===== config.mk =====
export PLATFORM = sky130hd
export DESIGN_NAME = dflop_pipe
export DESIGN_NICKNAME = d
export VERILOG_FILES = /design/src/rtl/dflop_pipe.sv
export SDC_FILE = /design/constraint.sdc
export NUM_CORES = 1
export LEC_CHECK = 0
export ABC_AREA = 1
export BUFFER_PORTS_ARGS = -buffer_cell sky130_fd_sc_hd__buf_4
export CAP_MARGIN = 20
export CORE_ASPECT_RATIO = 0.9
export CORE_MARGIN = 2
export CORE_UTILIZATION = 55
export DETAILED_ROUTE_END_ITERATION = 12
export GPL_TIMING_DRIVEN = 0
export HOLD_SLACK_MARGIN = 0.1
export PLACE_DENSITY = 0.87
export SKIP_LAST_GASP = 1
export SLEW_MARGIN = 5
export SYNTH_ARGS = -nofsm -noshare
export SYNTH_HDL_FRONTEND = slang
export SYNTH_SLANG_ARGS = --single-unit
export TNS_END_PERCENT = 100

===== constraint.sdc =====
create_clock -name clk -period 3.5 [get_ports clk]
set_clock_uncertainty 0.2 [all_clocks]
set_input_delay 0.35 -clock clk [delete_from_list [all_inputs] [get_ports clk]]
set_output_delay 0.35 -clock clk [all_outputs]
set_load 0.02 [all_outputs]

===== src/rtl/dflop_pipe.sv =====
// Multi-bit D-flop delay line with stall, synchronous clear, per-stage valid
// tracking, a selectable tap and a registered occupancy count.
module dflop_pipe #(
    parameter int unsigned      WIDTH     = 8,
    parameter int unsigned      DEPTH     = 4,
    parameter logic [WIDTH-1:0] RESET_VAL = '0,
    localparam int unsigned     TAP_W     = (DEPTH > 1) ? $clog2(DEPTH) : 1,
    localparam int unsigned     CNT_W     = $clog2(DEPTH + 1)
) (
    input  logic             clk,
    input  logic             rst_n,
    input  logic             en,
    input  logic             clr,
    input  logic [WIDTH-1:0] d,
    input  logic             d_valid,
    input  logic [TAP_W-1:0] tap_sel,
    output logic [WIDTH-1:0] q,
    output logic             q_valid,
    output logic [WIDTH-1:0] tap_q,
    output logic             tap_valid,
    output logic [CNT_W-1:0] fill_cnt,
    output logic             full
);

    logic [WIDTH-1:0] data_q [DEPTH];
    logic [DEPTH-1:0] valid_q;
    logic [CNT_W-1:0] fill_q;
    logic [CNT_W-1:0] fill_d;

    // Occupancy after an enabled edge: one item may enter while another leaves.
    always_comb begin
        fill_d = fill_q + CNT_W'(d_valid) - CNT_W'(valid_q[DEPTH-1]);
    end

    // Stage registers and count: async reset, then clear > advance > hold.
    always_ff @(posedge clk or negedge rst_n) begin
        if (!rst_n) begin
            for (int i = 0; i < DEPTH; i++) begin
                data_q[i]  <= RESET_VAL;
                valid_q[i] <= 1'b0;
            end
            fill_q <= '0;
        end else if (clr) begin
            for (int i = 0; i < DEPTH; i++) begin
                data_q[i]  <= RESET_VAL;
                valid_q[i] <= 1'b0;
            end
            fill_q <= '0;
        end else if (en) begin
            data_q[0]  <= d;
            valid_q[0] <= d_valid;
            for (int i = 1; i < DEPTH; i++) begin
                data_q[i]  <= data_q[i-1];
                valid_q[i] <= valid_q[i-1];
            end
            fill_q <= fill_d;
        end
    end

    // Tap mux; a select past the last stage reads as an empty reset stage.
    always_comb begin
        tap_q     = RESET_VAL;
        tap_valid = 1'b0;
        for (int i = 0; i < DEPTH; i++) begin
            if (tap_sel == TAP_W'(i)) begin
                tap_q     = data_q[i];
                tap_valid = valid_q[i];
            end
        end
    end

    // Tail stage and count are driven straight from the flops.
    always_comb begin
        q        = data_q[DEPTH-1];
        q_valid  = valid_q[DEPTH-1];
        fill_cnt = fill_q;
        full     = (fill_q == CNT_W'(DEPTH));
    end

endmodule


# Word-level counts from Yosys, hierarchy flattened
# Cells that the tools add are included.
op_classes:
  add_sub_neg: 2
  mul: 0
  div: 0
  magnitude_cmp: 0
  n_eq_ne: 4
  shift: 0
  n_mux: 14
  bitwise: 0
  reduce_logical: 2
ops:
  columns: ["operator", "n"]
  rows:
  - ["32-bit two-way mux", 2]
  - ["8-bit two-way mux", 4]
  - ["4-bit two-way mux", 2]
  - ["3-bit two-way mux", 2]
  - ["2-bit == test (second input constant)", 2]
  - ["1-bit two-way mux", 4]
  - ["3-bit by 1-bit adder with 3-bit output", 1]
  - ["3-bit == test (second input constant)", 1]
  - ["3-bit by 1-bit subtractor with 3-bit output", 1]
  - ["2-bit by 1-bit == test with 1-bit output (second input constant)", 1]
  - ["2-bit zero test", 1]
  - ["2-bit nonzero test", 1]
totals:
  register_bits: 39
  latch_bits: 0
  ram_bits: 0
  mem_bits_ro: 0
  inputBits: 15
  elab_cells: 28
  n_memories: 0

# Logic depth before layout (Yosys ltp)
# Gate-level depths: netlist of the first run.
depth:
  depth_word: 5
  depth_mapped: 9

# Worst setup path before layout of the first run
# Ideal clock, no wire load.
synth_path:
  path_kind: "register -> register"
  start: "reg fill_q[0], in the netlist fill_cnt[0]"
  end: "reg fill_q[2], in the netlist fill_cnt[2]"
  setup_ns: 0.117
  t_arrival_ns: 1.639
  required_time_ns: 3.183
  slack_ns: 1.543
  stages_incl_launch_ff: 10
  path_buffers: 0
  period_less_slack_ns: 1.957
  path_cell_list: "dfrtp_1 -> inv_1 -> ha_1 -> inv_1 -> ha_1 -> inv_1 -> fa_1 -> nand3b_1 -> nand3_1 -> nand2_1"
synth_between:
  elab_chain_len: 4
synth_lines:
  columns: ["item", "line_no", "text"]
  rows:
  - ["start, declared", "27", "logic [CNT_W-1:0] fill_q;"]
  - ["start signal, assigned", "56", "fill_q <= fill_d;"]
  - ["3-bit by 1-bit adder with 3-bit output", "32", "fill_d = fill_q + CNT_W'(d_valid) - CNT_W'(valid_q[DEPTH-1]);"]
  - ["3-bit by 1-bit subtractor with 3-bit output", "32", null]
  - ["3-bit two-way mux", "49", "end else if (en) begin"]
  - ["3-bit two-way mux", "43", "end else if (clr) begin"]
# Every way passes these cells. The select of a mux whose other input is x is not followed.
# A chain may end at the register's enable or synchronous reset.

# Worst setup path in the final report of the first run
layout_path:
  start: "in tap_sel[1]"
  end: "out tap_q[3]"
layout_between:
  elab_chain_len: 5
layout_lines:
  columns: ["item", "line_no", "text"]
  rows:
  - ["start, declared", "16", "input logic [TAP_W-1:0] tap_sel,"]
  - ["2-bit zero test", "65", "if (tap_sel == TAP_W'(i)) begin"]
  - ["8-bit two-way mux (3 in a row)", "65", null]
  - ["8-bit two-way mux (*)", "65", null]
  - ["end, declared", "19", "output logic [WIDTH-1:0] tap_q,"]
# Every way passes the cells marked *; elsewhere a longest branch is shown, timed or not.

==> metrics, run 1 <==
status=finished clean; FF+latch area=approximately 1000 um2; CTS tree=built; first-pass GRT wire length=around 7500 um; RSZ-0062 raised after global routing=no; Slew @ Worst Pin=approximately 760 ps; post-synthesis compound-gate area fraction=0.129; post-DP HPWL=around 3000 um; placed cells=299; Finished Layout Cells=315; synthesized cell area=~1900 um2; port bufs=35; mux cell area share after synthesis=0; Initial Util=0.569; routed vias=between 1500 and 2000; Worst Path Arrival=1490 ps; drt drc=0; main combinational cell family by area after synthesis=simple AND/OR/NAND/NOR gates; number of synthesized register bits=39; gr busiest metal=met2; critical path class=in2out; Post-CTS Hold Buffers=10; Core Region=3350 um2; Fmax=490 MHz; most frequent CP cell=buf_4; routed vias/inst=between 5 and 6; CTS Buf Count=5; period utilization=0.583; Post-Syn Instances=220; Die Span Y=between 50 and 60 um; Setup Viol. Count Final=0; CTS Root Cell=clkbuf_8; CTS resizes=0; Slew Viols, Final=0; wire length per cell=approximately 14 um; maxcap violations=0; min cycle time layout=around 2000 ps; Multi-input gate area=approximately 700 um2; CP Buf/Inv Count=2; met1 Use GR=0.327; Avg Inst Size Synth=roughly 8.7 um2; largest net degree at the start of global routing=40; CP max-delay cell=nor2_1; Longest Clk Path Bufs=2; RD Place Congestion=0.841; grt ovf=0; Setup Fix Bufs, Post-CTS=0; max_slew headroom=0.491; vias in the first global route=between 1500 and 2000; post-synth cell types=20; Critical Path RT=roughly 3000 ps; post-synthesis adder-cell area fraction=0.0236; Worst VDD drop=between 0.2 and 0.25 mV; met3 usage=0.0471; Post-Synth XOR/XNOR Area=0; CP delay by family, top=simple AND/OR/NAND/NOR gates; Power Density=about 360 nW/um2; CP cell instances=buf_4 -> nor2_1 -> nand2_1 -> nand4_1 -> buf_4; # diodes=0; Net Count, Synth=around 240; leakage=approximately 1.2 nW; DIE AREA=between 3000 and 4000 um2; Setup TNS=0 ps; Crit Path Max Fanout=9; startpoint types=input pin; std cell rows=20; drt total wl=between 4000 and 5000 um; Pre-Repair DR Iteration Count=4; Hold Fails Final Rpt=0; fillers=between 200 and 300; DRT iter0 DRCs=about 160; Largest stage delay, worst path=a little under 600 ps; Post-Synth Simple-Gate Area=0.214; io pins=37; fraction of layout cells with a size suffix above 1=0.280; Die X=66.1 um; endpoint class of the critical path=primary output; Clock Latency Late Sink=about 290 ps; initial antenna violation count=0; overall global routing resource usage=0.257; clk sinks=39; synthesis-to-layout area growth=25.7%; sequential-to-total area share from yosys stat=0.511; Hold Crit Class=in2reg; fin nets=between 200 and 300; YS warnings=0; H-tree Lvls=2; clk slew on worst S/H paths=about 70 ps; met2 GRT Util=0.427; Antenna Violating Nets Remaining=0
-- registers in the layout, summed over array words and instances, names as in the netlist --
signal / count
valid_q: 4
q: 8
fill_cnt: 3
data_q: 24
-- stage by stage --
step | total power, mW | util | hold slack [ps] | setup slack (ps) | area (um2)
after CTS | 0.876 | 0.715 | 143 | 1420 | 2400
after global placement | 0.593 | 0.664 | 147 | 1480 | 2230
after global routing | 0.908 | 0.715 | 168 | 1300 | 2400
after floorplan | 0.544 | - | -146 | 1540 | 1910
final | 0.871 | 0.715 | 147 | 1460 | 2400
after detailed placement | 0.597 | 0.664 | 149 | 1440 | 2230
-- path summary, 6_finish.rpt --
kind / startpoint / cells after the start / endpoint / slack [ps]
worst max-delay path: tap_sel[1] / 5 / tap_q[3] / 1460
worst min-delay path: en / 3 / q[7]$_DFFE_PN0P_ / 150
worst max register to register: fill_cnt[0]$_DFFE_PN0P_ / 9 / fill_cnt[2]$_DFFE_PN0P_ / 1510
worst min register to register: data_q[21]$_DFFE_PN0P_ / 2 / data_q[21]$_DFFE_PN0P_ / 310
max in group asynchronous: rst_n / 2 / data_q[21]$_DFFE_PN0P_ / 2400
min in group asynchronous: rst_n / 2 / data_q[28]$_DFFE_PN0P_ / 360
-- power breakdown --
part           internal (mW)  switching (mW)
Sequential             0.464         0.00954
Combinational         0.0491          0.0739
Clock                  0.133           0.141
Total                  0.646           0.225
-- cell usage after synthesis --
| master | n | area share |
|---|---|---|
| buf_2 | 3 | 0.0079 |
| fa_1 | 1 | 0.010 |
| buf_4 | 9 | 0.035 |
| buf_6 | 3 | 0.018 |
| nand3_1 | 9 | 0.024 |
| nand2_1 | 70 | 0.14 |
| o22ai_1 | 6 | 0.020 |
| nor2_2 | 2 | 0.0066 |
| inv_1 | 27 | 0.053 |
| nor2_4 | 1 | 0.0059 |
| nand4_1 | 9 | 0.030 |
| clkinv_1 | 1 | 0.0020 |
| inv_2 | 3 | 0.0059 |
| nor2_1 | 2 | 0.0039 |
| o21ai_2 | 14 | 0.064 |
| ha_1 | 2 | 0.013 |
| dfrtp_1 | 39 | 0.51 |
| nand3b_1 | 1 | 0.0039 |
| nand2_2 | 1 | 0.0033 |
| o21ai_0 | 17 | 0.045 |
-- kinds of logic (layout without fill, tap and decap cells) --
kind of cell             Yosys count  after routing
flip-flops                        39             39
AO/OA/AOI/OAI                     37             37
buffers and inverters             46             97
AND/OR/NAND/NOR                   95             95
adder cells (fa/ha/maj)            3              3
-- worst min-delay path, stage by stage --
cell and delay [ps]:
buf_6 120, nand3_1 80, nand2_1 50
-- layer usage --
layer | vias up | routed length [um]
met5 | - | 0
met4 | 0 | 108
li1 | 794 | -
met3 | 11 | 271
met1 | 798 | 1780
met2 | 56 | 2220
-- cell usage in the layout (no fill, tap or decap), types with 2 or more instances in the layout --
master	count
buf_2	3
buf_4	44
buf_6	3
clkbuf_8	5
dfrtp_1	39
dlygate4sd3_1	10
ha_1	2
inv_1	27
inv_2	3
nand2_1	70
nand3_1	9
nand4_1	9
nor2_1	2
nor2_2	2
o21ai_0	17
o21ai_2	14
o22ai_1	6
-- final cells by class --
cell class                 count  share of cell area
buffer                        15              0.0485
clock buffer                   6              0.0303
inverter                      31              0.0485
multi-input combinational    135               0.292
sequential                    39               0.407
tap                           44              0.0230
timing repair buffer          45               0.151
No activity file was read; power rests on OpenSTA's default activity.
==> inputs of run 2 (changes only) <==
--- a/config.mk
+++ b/config.mk
@@ -10,11 +10,11 @@
 export CAP_MARGIN = 20
 export CORE_ASPECT_RATIO = 0.9
 export CORE_MARGIN = 2
-export CORE_UTILIZATION = 55
+export CORE_UTILIZATION = 49
 export DETAILED_ROUTE_END_ITERATION = 12
 export GPL_TIMING_DRIVEN = 0
 export HOLD_SLACK_MARGIN = 0.1
-export PLACE_DENSITY = 0.87
+export PLACE_DENSITY = 0.83
 export SKIP_LAST_GASP = 1
 export SLEW_MARGIN = 5
 export SYNTH_ARGS = -nofsm -noshare
==> constraint.sdc (replaced) <==
create_clock -name clk -period 1.65 [get_ports clk]
set_clock_uncertainty 0.2 [all_clocks]
set_input_delay 0.165 -clock clk [delete_from_list [all_inputs] [get_ports clk]]
set_output_delay 0.165 -clock clk [all_outputs]
set_load 0.02 [all_outputs]
==> metrics, run 2 (synthesis gave the netlist of run 1 again) <==
Setup Viol. Count Final=3 (was 0); grt ovf=0 (unchanged); Die Span Y=63.2 um (was 59.9 um); Antenna Violating Nets Remaining=0 (unchanged); endpoint class of the critical path=flop (was primary output); highest-count cells in the layout ignoring fill and taps=nand2_1, buf_4, dfrtp_1 (unchanged); max_slew headroom=0.663 (was 0.491); CP max-delay cell=dlygate4sd3_1 (was nor2_1); Pre-Repair DR Iteration Count=4 (unchanged); RSZ-0062 raised after global routing=yes (was no); DRT iter0 DRCs=170 (was 156); H-tree Lvls=2 (unchanged); fillers=296 (was 270); Fmax=approximately 550 MHz; routed vias/inst=5.11 (was 5.27); Core Region=3730 um2 (was 3350 um2); Top reg by flops=data_q (unchanged); met2 GRT Util=0.382 (was 0.427); drt drc=0 (unchanged); Initial Util=0.511 (was 0.569); cell area after layout=2540 um2 (was 2400 um2); Longest Clk Path Bufs=2 (unchanged); clk sinks=39 (unchanged); CTS Root Cell=clkbuf_8 (unchanged); routed vias=1682 (was 1659); Die X=69.8 um (was 66.1 um); startpoint types=input pin (unchanged); Slew @ Worst Pin=505 ps (was 760 ps); post-DP HPWL=2900 um (was 3040 um); largest net degree at the start of global routing=40 (unchanged); # diodes=0 (unchanged); fin nets=300 (was 290); DIE AREA=4410 um2 (was 3960 um2); Worst Path Arrival=1850 ps (was 1490 ps); Clock Latency Late Sink=300 ps (was 290 ps); drt total wl=4570 um (was 4380 um); CTS Buf Count=5 (unchanged); met3 usage=0.0576 (was 0.0471); io pins=37 (unchanged); CP cell instances=buf_6 -> dlygate4sd3_1 -> nand2_2 -> inv_2 -> nand2_1 -> dlygate4sd3_1 -> o21ai_2 (was buf_4 -> nor2_1 -> nand2_1 -> nand4_1 -> buf_4); Crit Path Max Fanout=5 (was 9); Slew Viols, Final=0 (unchanged); overall global routing resource usage=0.224 (was 0.257); gr busiest metal=met2 (unchanged); Hold Crit Class=in2reg (unchanged); std cell rows=21 (was 20); failing checks=negative hold slack, negative setup slack; vias in the first global route=1598 (was 1656); Critical Path RT=1680 ps (was 2950 ps); period utilization=1.10; Largest register FFs=24 (unchanged); met1 Use GR=0.276 (was 0.327); min cycle time layout=about 1800 ps; final core occ=0.681 (was 0.715); leakage=1.20 nW (was 1.17 nW); post-place instance area=2230 um2 (about the same); maxcap violations=0 (unchanged); RD Place Congestion=0.845 (was 0.841); critical path class=in2reg (was in2out); status=finished, violations left (was finished clean); synthesis-to-layout area growth=33.2% (was 25.7%); most common cell after layout, fill and taps aside=nand2_1 (unchanged); Hold Fails Final Rpt=1 (was 0); Final WS setup=-167 ps (was 1460 ps); wire length per cell=13.9 um (about the same); Worst VDD drop=0.423 mV (was 0.240 mV); most frequent CP cell=dlygate4sd3_1 (was buf_4); Largest stage delay, worst path=740 ps (was 590 ps); Power Density=754 nW/um2 (was 363 nW/um2); initial antenna violation count=0 (unchanged); hold slack final=-2.83 ps (was 147 ps); CTS tree=built (unchanged); port bufs=35 (unchanged); clk slew on worst S/H paths=80 ps (was 70 ps); first-pass GRT wire length=7600 um (was 7490 um); fraction of layout cells with a size suffix above 1=0.329 (was 0.280)
run 2: timing repair:
item	4_1_cts	5_1_grt
endpoints found under the hold margin	63	10
hold buffers	16	1
endpoints found under the setup margin	3	3
gates resized for setup	6	1
cloned	0	0
pin swaps	5	2
buffers inserted	4	0
run 2: final timing paths:
kind	slack, ps	to	cells past startpoint	start
max	-170	data_q[24]$_DFFE_PN0P_	7	en
min	-3	data_q[17]$_DFFE_PN0P_	4	clr
max reg2reg	-140	fill_cnt[2]$_DFFE_PN0P_	9	fill_cnt[0]$_DFFE_PN0P_
min reg2reg	320	q[7]$_DFFE_PN0P_	2	q[7]$_DFFE_PN0P_
max in group asynchronous	720	fill_cnt[0]$_DFFE_PN0P_	2	rst_n
min in group asynchronous	160	q[1]$_DFFE_PN0P_	2	rst_n
run 2: worst max-delay path, delay by kind of cell:
family,cells,cell delay [ps]
AND/OR/NAND/NOR,2,170
buffers and inverters,4,1460
AO/OA/AOI/OAI,1,60
run 2: where the power goes:
group	switching [mW]	internal, mW
clock	0.334	0.289
sequential	0.0203	0.985
combinational	0.167	0.121
run 2: metrics by stage:
step / power, mW / setup WS (ps) / instances / setup TNS (ps)
4_1_cts: 1.92 / -174 / 329 / -474
3_3_place_gp: 1.26 / -179 / 301 / -377
2_1_floorplan: 1.16 / -210 / 220 / -410
6_report: 1.92 / -167 / 329 / -450
5_1_grt: 2.00 / -202 / 329 / -546
3_5_place_dp: 1.27 / -195 / 301 / -439
run 2: per-layer routing:
metal  up-vias  wire (um)
met5         -          0
li1        824          -
met1       782       1880
met3        10        327
met2        66       2270
met4         0         93
run 2: layout make-up:
cell class              count  area (um2)  share of cell area
flip-flops and latches     39         978               0.385
well taps                  46        57.6              0.0226
clock inverters             3        15.0             0.00591
plain buffers              15         116              0.0458
clock buffers               5        68.8              0.0271
repair buffers             55         453               0.178
multi-input cells         135         736               0.290
inverters                  31         116              0.0458
==> inputs of run 3 (changes only) <==
--- a/config.mk
+++ b/config.mk
@@ -6,15 +6,15 @@
 export NUM_CORES = 1
 export LEC_CHECK = 0
 export ABC_AREA = 1
-export BUFFER_PORTS_ARGS = -buffer_cell sky130_fd_sc_hd__buf_4
 export CAP_MARGIN = 20
 export CORE_ASPECT_RATIO = 0.9
 export CORE_MARGIN = 2
-export CORE_UTILIZATION = 49
+export CORE_UTILIZATION = 55
 export DETAILED_ROUTE_END_ITERATION = 12
+export DONT_BUFFER_PORTS = 1
 export GPL_TIMING_DRIVEN = 0
 export HOLD_SLACK_MARGIN = 0.1
-export PLACE_DENSITY = 0.83
+export PLACE_DENSITY = 0.81
 export SKIP_LAST_GASP = 1
 export SLEW_MARGIN = 5
 export SYNTH_ARGS = -nofsm -noshare
==> metrics, run 3 (synthesis gave the netlist of run 1 again) <==
clk sinks=39 (unchanged); leakage=1.09 nW (was 1.20 nW); CP cell instances=inv_2 -> ha_4 -> inv_2 -> ha_4 -> inv_2 -> fa_2 -> nand3b_1 -> nand3_1 -> nand2_1 (was buf_6 -> dlygate4sd3_1 -> nand2_2 -> inv_2 -> nand2_1 -> dlygate4sd3_1 -> o21ai_2); CTS Buf Count=5 (unchanged); R2R depth=9 (unchanged); port bufs=0 (was 35); drt drc=0 (unchanged); Finished Layout Cells=313 (was 329); startpoint types=flop (was input pin); grt ovf=0 (unchanged); Switching Share=0.261 (was 0.272); Slew @ Worst Pin=730 ps (was 505 ps); routed vias/inst=5.49 (was 5.11); most frequent CP cell=inv_2 (was dlygate4sd3_1); Antenna Violating Nets Remaining=0 (unchanged); maxcap violations=0 (unchanged); r2r endpoint=fill_cnt[2]$_DFFE_PN0P_ (unchanged); Critical Path RT=1630 ps (was 1680 ps); Core Region=3350 um2 (was 3730 um2); Fmax=524 MHz (was 550 MHz); Final WS setup=-260 ps (was -167 ps); Setup TNS=-529 ps (was -450 ps); fraction of layout cells with a size suffix above 1=0.201 (was 0.329); Die X=66.1 um (was 69.8 um); Hold Crit Class=in2reg (unchanged); CTS tree=built (unchanged); FF-to-FF Start=fill_cnt[0]$_DFFE_PN0P_ (unchanged); initial antenna violation count=0 (unchanged); crit path to=fill_cnt[2]$_DFFE_PN0P_ (was data_q[24]$_DFFE_PN0P_); critical path class=reg2reg (was in2reg); Worst Setup SP=fill_cnt[0]$_DFFE_PN0P_ (was en); Crit Path Max Fanout=3 (was 5); vias in the first global route=1704 (was 1598); io pins=37 (unchanged); Gate power share=0.141 (was 0.150); Initial Util=0.569 (was 0.511); largest net degree at the start of global routing=40 (unchanged); highest-count cells in the layout ignoring fill and taps=nand2_1, dlygate4sd3_1, dfrtp_1 (was nand2_1, buf_4, dfrtp_1); CP max-delay cell=dfrtp_2 (was dlygate4sd3_1); clock power share=0.313 (was 0.325); CP delay by family, top=adder cells (was buffers and inverters); RD Place Congestion=0.791 (was 0.845); CP Depth=9 (was 7); routed vias=1718 (was 1682); Pre-Repair DR Iteration Count=4 (unchanged); Flop pwr share=0.546 (was 0.525); fillers=232 (was 296); hold slack final=-97.5 ps (was -2.83 ps); max_slew headroom=0.512 (was 0.663); CTS Root Cell=clkbuf_8 (unchanged); Worst Path Arrival=1890 ps (was 1850 ps); Largest register FFs=24 (unchanged); synthesis-to-layout area growth=30.8% (was 33.2%); drt total wl=5090 um (was 4570 um); first-pass GRT wire length=8070 um (was 7600 um); Die Span Y=59.9 um (was 63.2 um); Power Density=745 nW/um2 (was 754 nW/um2); overall global routing resource usage=0.281 (was 0.224); Worst VDD drop=0.488 mV (was 0.423 mV); Longest Clk Path Bufs=2 (unchanged); DRT iter0 DRCs=106 (was 170); Hold Fails Final Rpt=1 (unchanged); period utilization=1.16 (was 1.10); final core occ=0.744 (was 0.681); Largest stage delay, worst path=460 ps (was 740 ps); Slew Viols, Final=0 (unchanged); most common cell after layout, fill and taps aside=nand2_1 (unchanged); wire length per cell=16.3 um (was 13.9 um); switching power=0.485 mW (was 0.521 mW); fin nets=288 (was 300); Worst R2R Setup Slack=-260 ps (was -140 ps); H-tree Lvls=2 (unchanged); Clock Latency Late Sink=290 ps (was 300 ps); CP Buf/Inv Count=3 (was 4); endpoint class of the critical path=flop (unchanged); status=finished, violations left (unchanged); # diodes=0 (unchanged); clk slew on worst S/H paths=70 ps (was 80 ps); DIE AREA=3960 um2 (was 4410 um2); Setup Viol. Count Final=3 (unchanged); Top reg by flops=data_q (unchanged); hold depth=3 (was 4); failing checks=negative hold slack, negative setup slack (unchanged); min cycle time layout=1910 ps (was 1820 ps); post-DP HPWL=2840 um (was 2900 um); Int Power=1.37 mW (was 1.39 mW); std cell rows=20 (was 21); placed cells=264 (was 301); RSZ-0062 raised after global routing=yes (unchanged)
-- run 3: cell count changes in the layout (fill, tap and decap cells not counted) --
cell and change:
buf_12 +1, buf_4 -35, clkbuf_1 +1, clkinv_2 -3
dlygate4sd3_1 +22, nor2_1 +1, nor2_2 -1, o22ai_1 +1
o22ai_2 -1
-- run 3: metrics by stage --
step                      power (mW)  worst slack (ps)  instance area, um2
after floorplan                 1.16              -210                1910
after global placement          1.19              -248                1970
after detailed placement        1.20              -278                1970
after CTS                       1.86              -223                2460
after global routing            1.93              -333                2500
final                           1.86              -260                2500
-- run 3: final cells by class --
cell class,count,area (um2),share of cell area
buffer,15,116,0.0466
multi-input combinational,135,727,0.291
sequential,39,978,0.392
clock buffer,6,72.6,0.0291
inverter,31,116,0.0466
tap,44,55.1,0.0221
timing repair buffer,43,430,0.172
-- run 3: routing by layer --
| layer | vias to the layer above | global-route usage | share of wire |
|---|---|---|---|
| li1 | 792 | - | - |
| met2 | 91 | 0.454 | 0.48 |
| met1 | 821 | 0.364 | 0.40 |
| met4 | 0 | 0.146 | 0.027 |
| met5 | - | 0 | 0 |
| met3 | 14 | 0.0508 | 0.085 |
-- run 3: worst min path at each step --
stage                  from                 endpoint  slack, ps
global placement      rst_n   valid_q[0]$_DFFE_PN0P_       -330
CTS                 d_valid  fill_cnt[0]$_DFFE_PN0P_       -100
global route        d_valid  fill_cnt[0]$_DFFE_PN0P_        -60
floorplan             rst_n   data_q[10]$_DFFE_PN0P_       -330
finish              d_valid  fill_cnt[0]$_DFFE_PN0P_       -100
detailed placement    rst_n   valid_q[1]$_DFFE_PN0P_       -330
-- run 3: repair_timing --
item | 4_1_cts | 5_1_grt
setup buffers | 1 | 3
pin swaps | 1 | 1
hold buffers | 38 | 2
endpoints found under the setup margin | 3 | 13
gates resized for setup | 5 | 0
hold endpoints to repair | 75 | 10
-- run 3: power groups by stage --
stage,Sequential [mW],Combinational [mW],Clock (mW)
2_1_floorplan,1.03,0.131,0
3_3_place_gp,1.03,0.163,0
3_5_place_dp,1.03,0.166,0
4_1_cts,1.01,0.248,0.598
5_1_grt,1.02,0.286,0.630
6_report,1.01,0.262,0.582
-- run 3: worst reg2reg max path: stages, from the launching register on --
cell,delay [ps]
dfrtp_2,460
inv_2,100
ha_4,200
inv_2,60
ha_4,120
inv_2,30
fa_2,320
nand3b_1,180
nand3_1,80
nand2_1,50
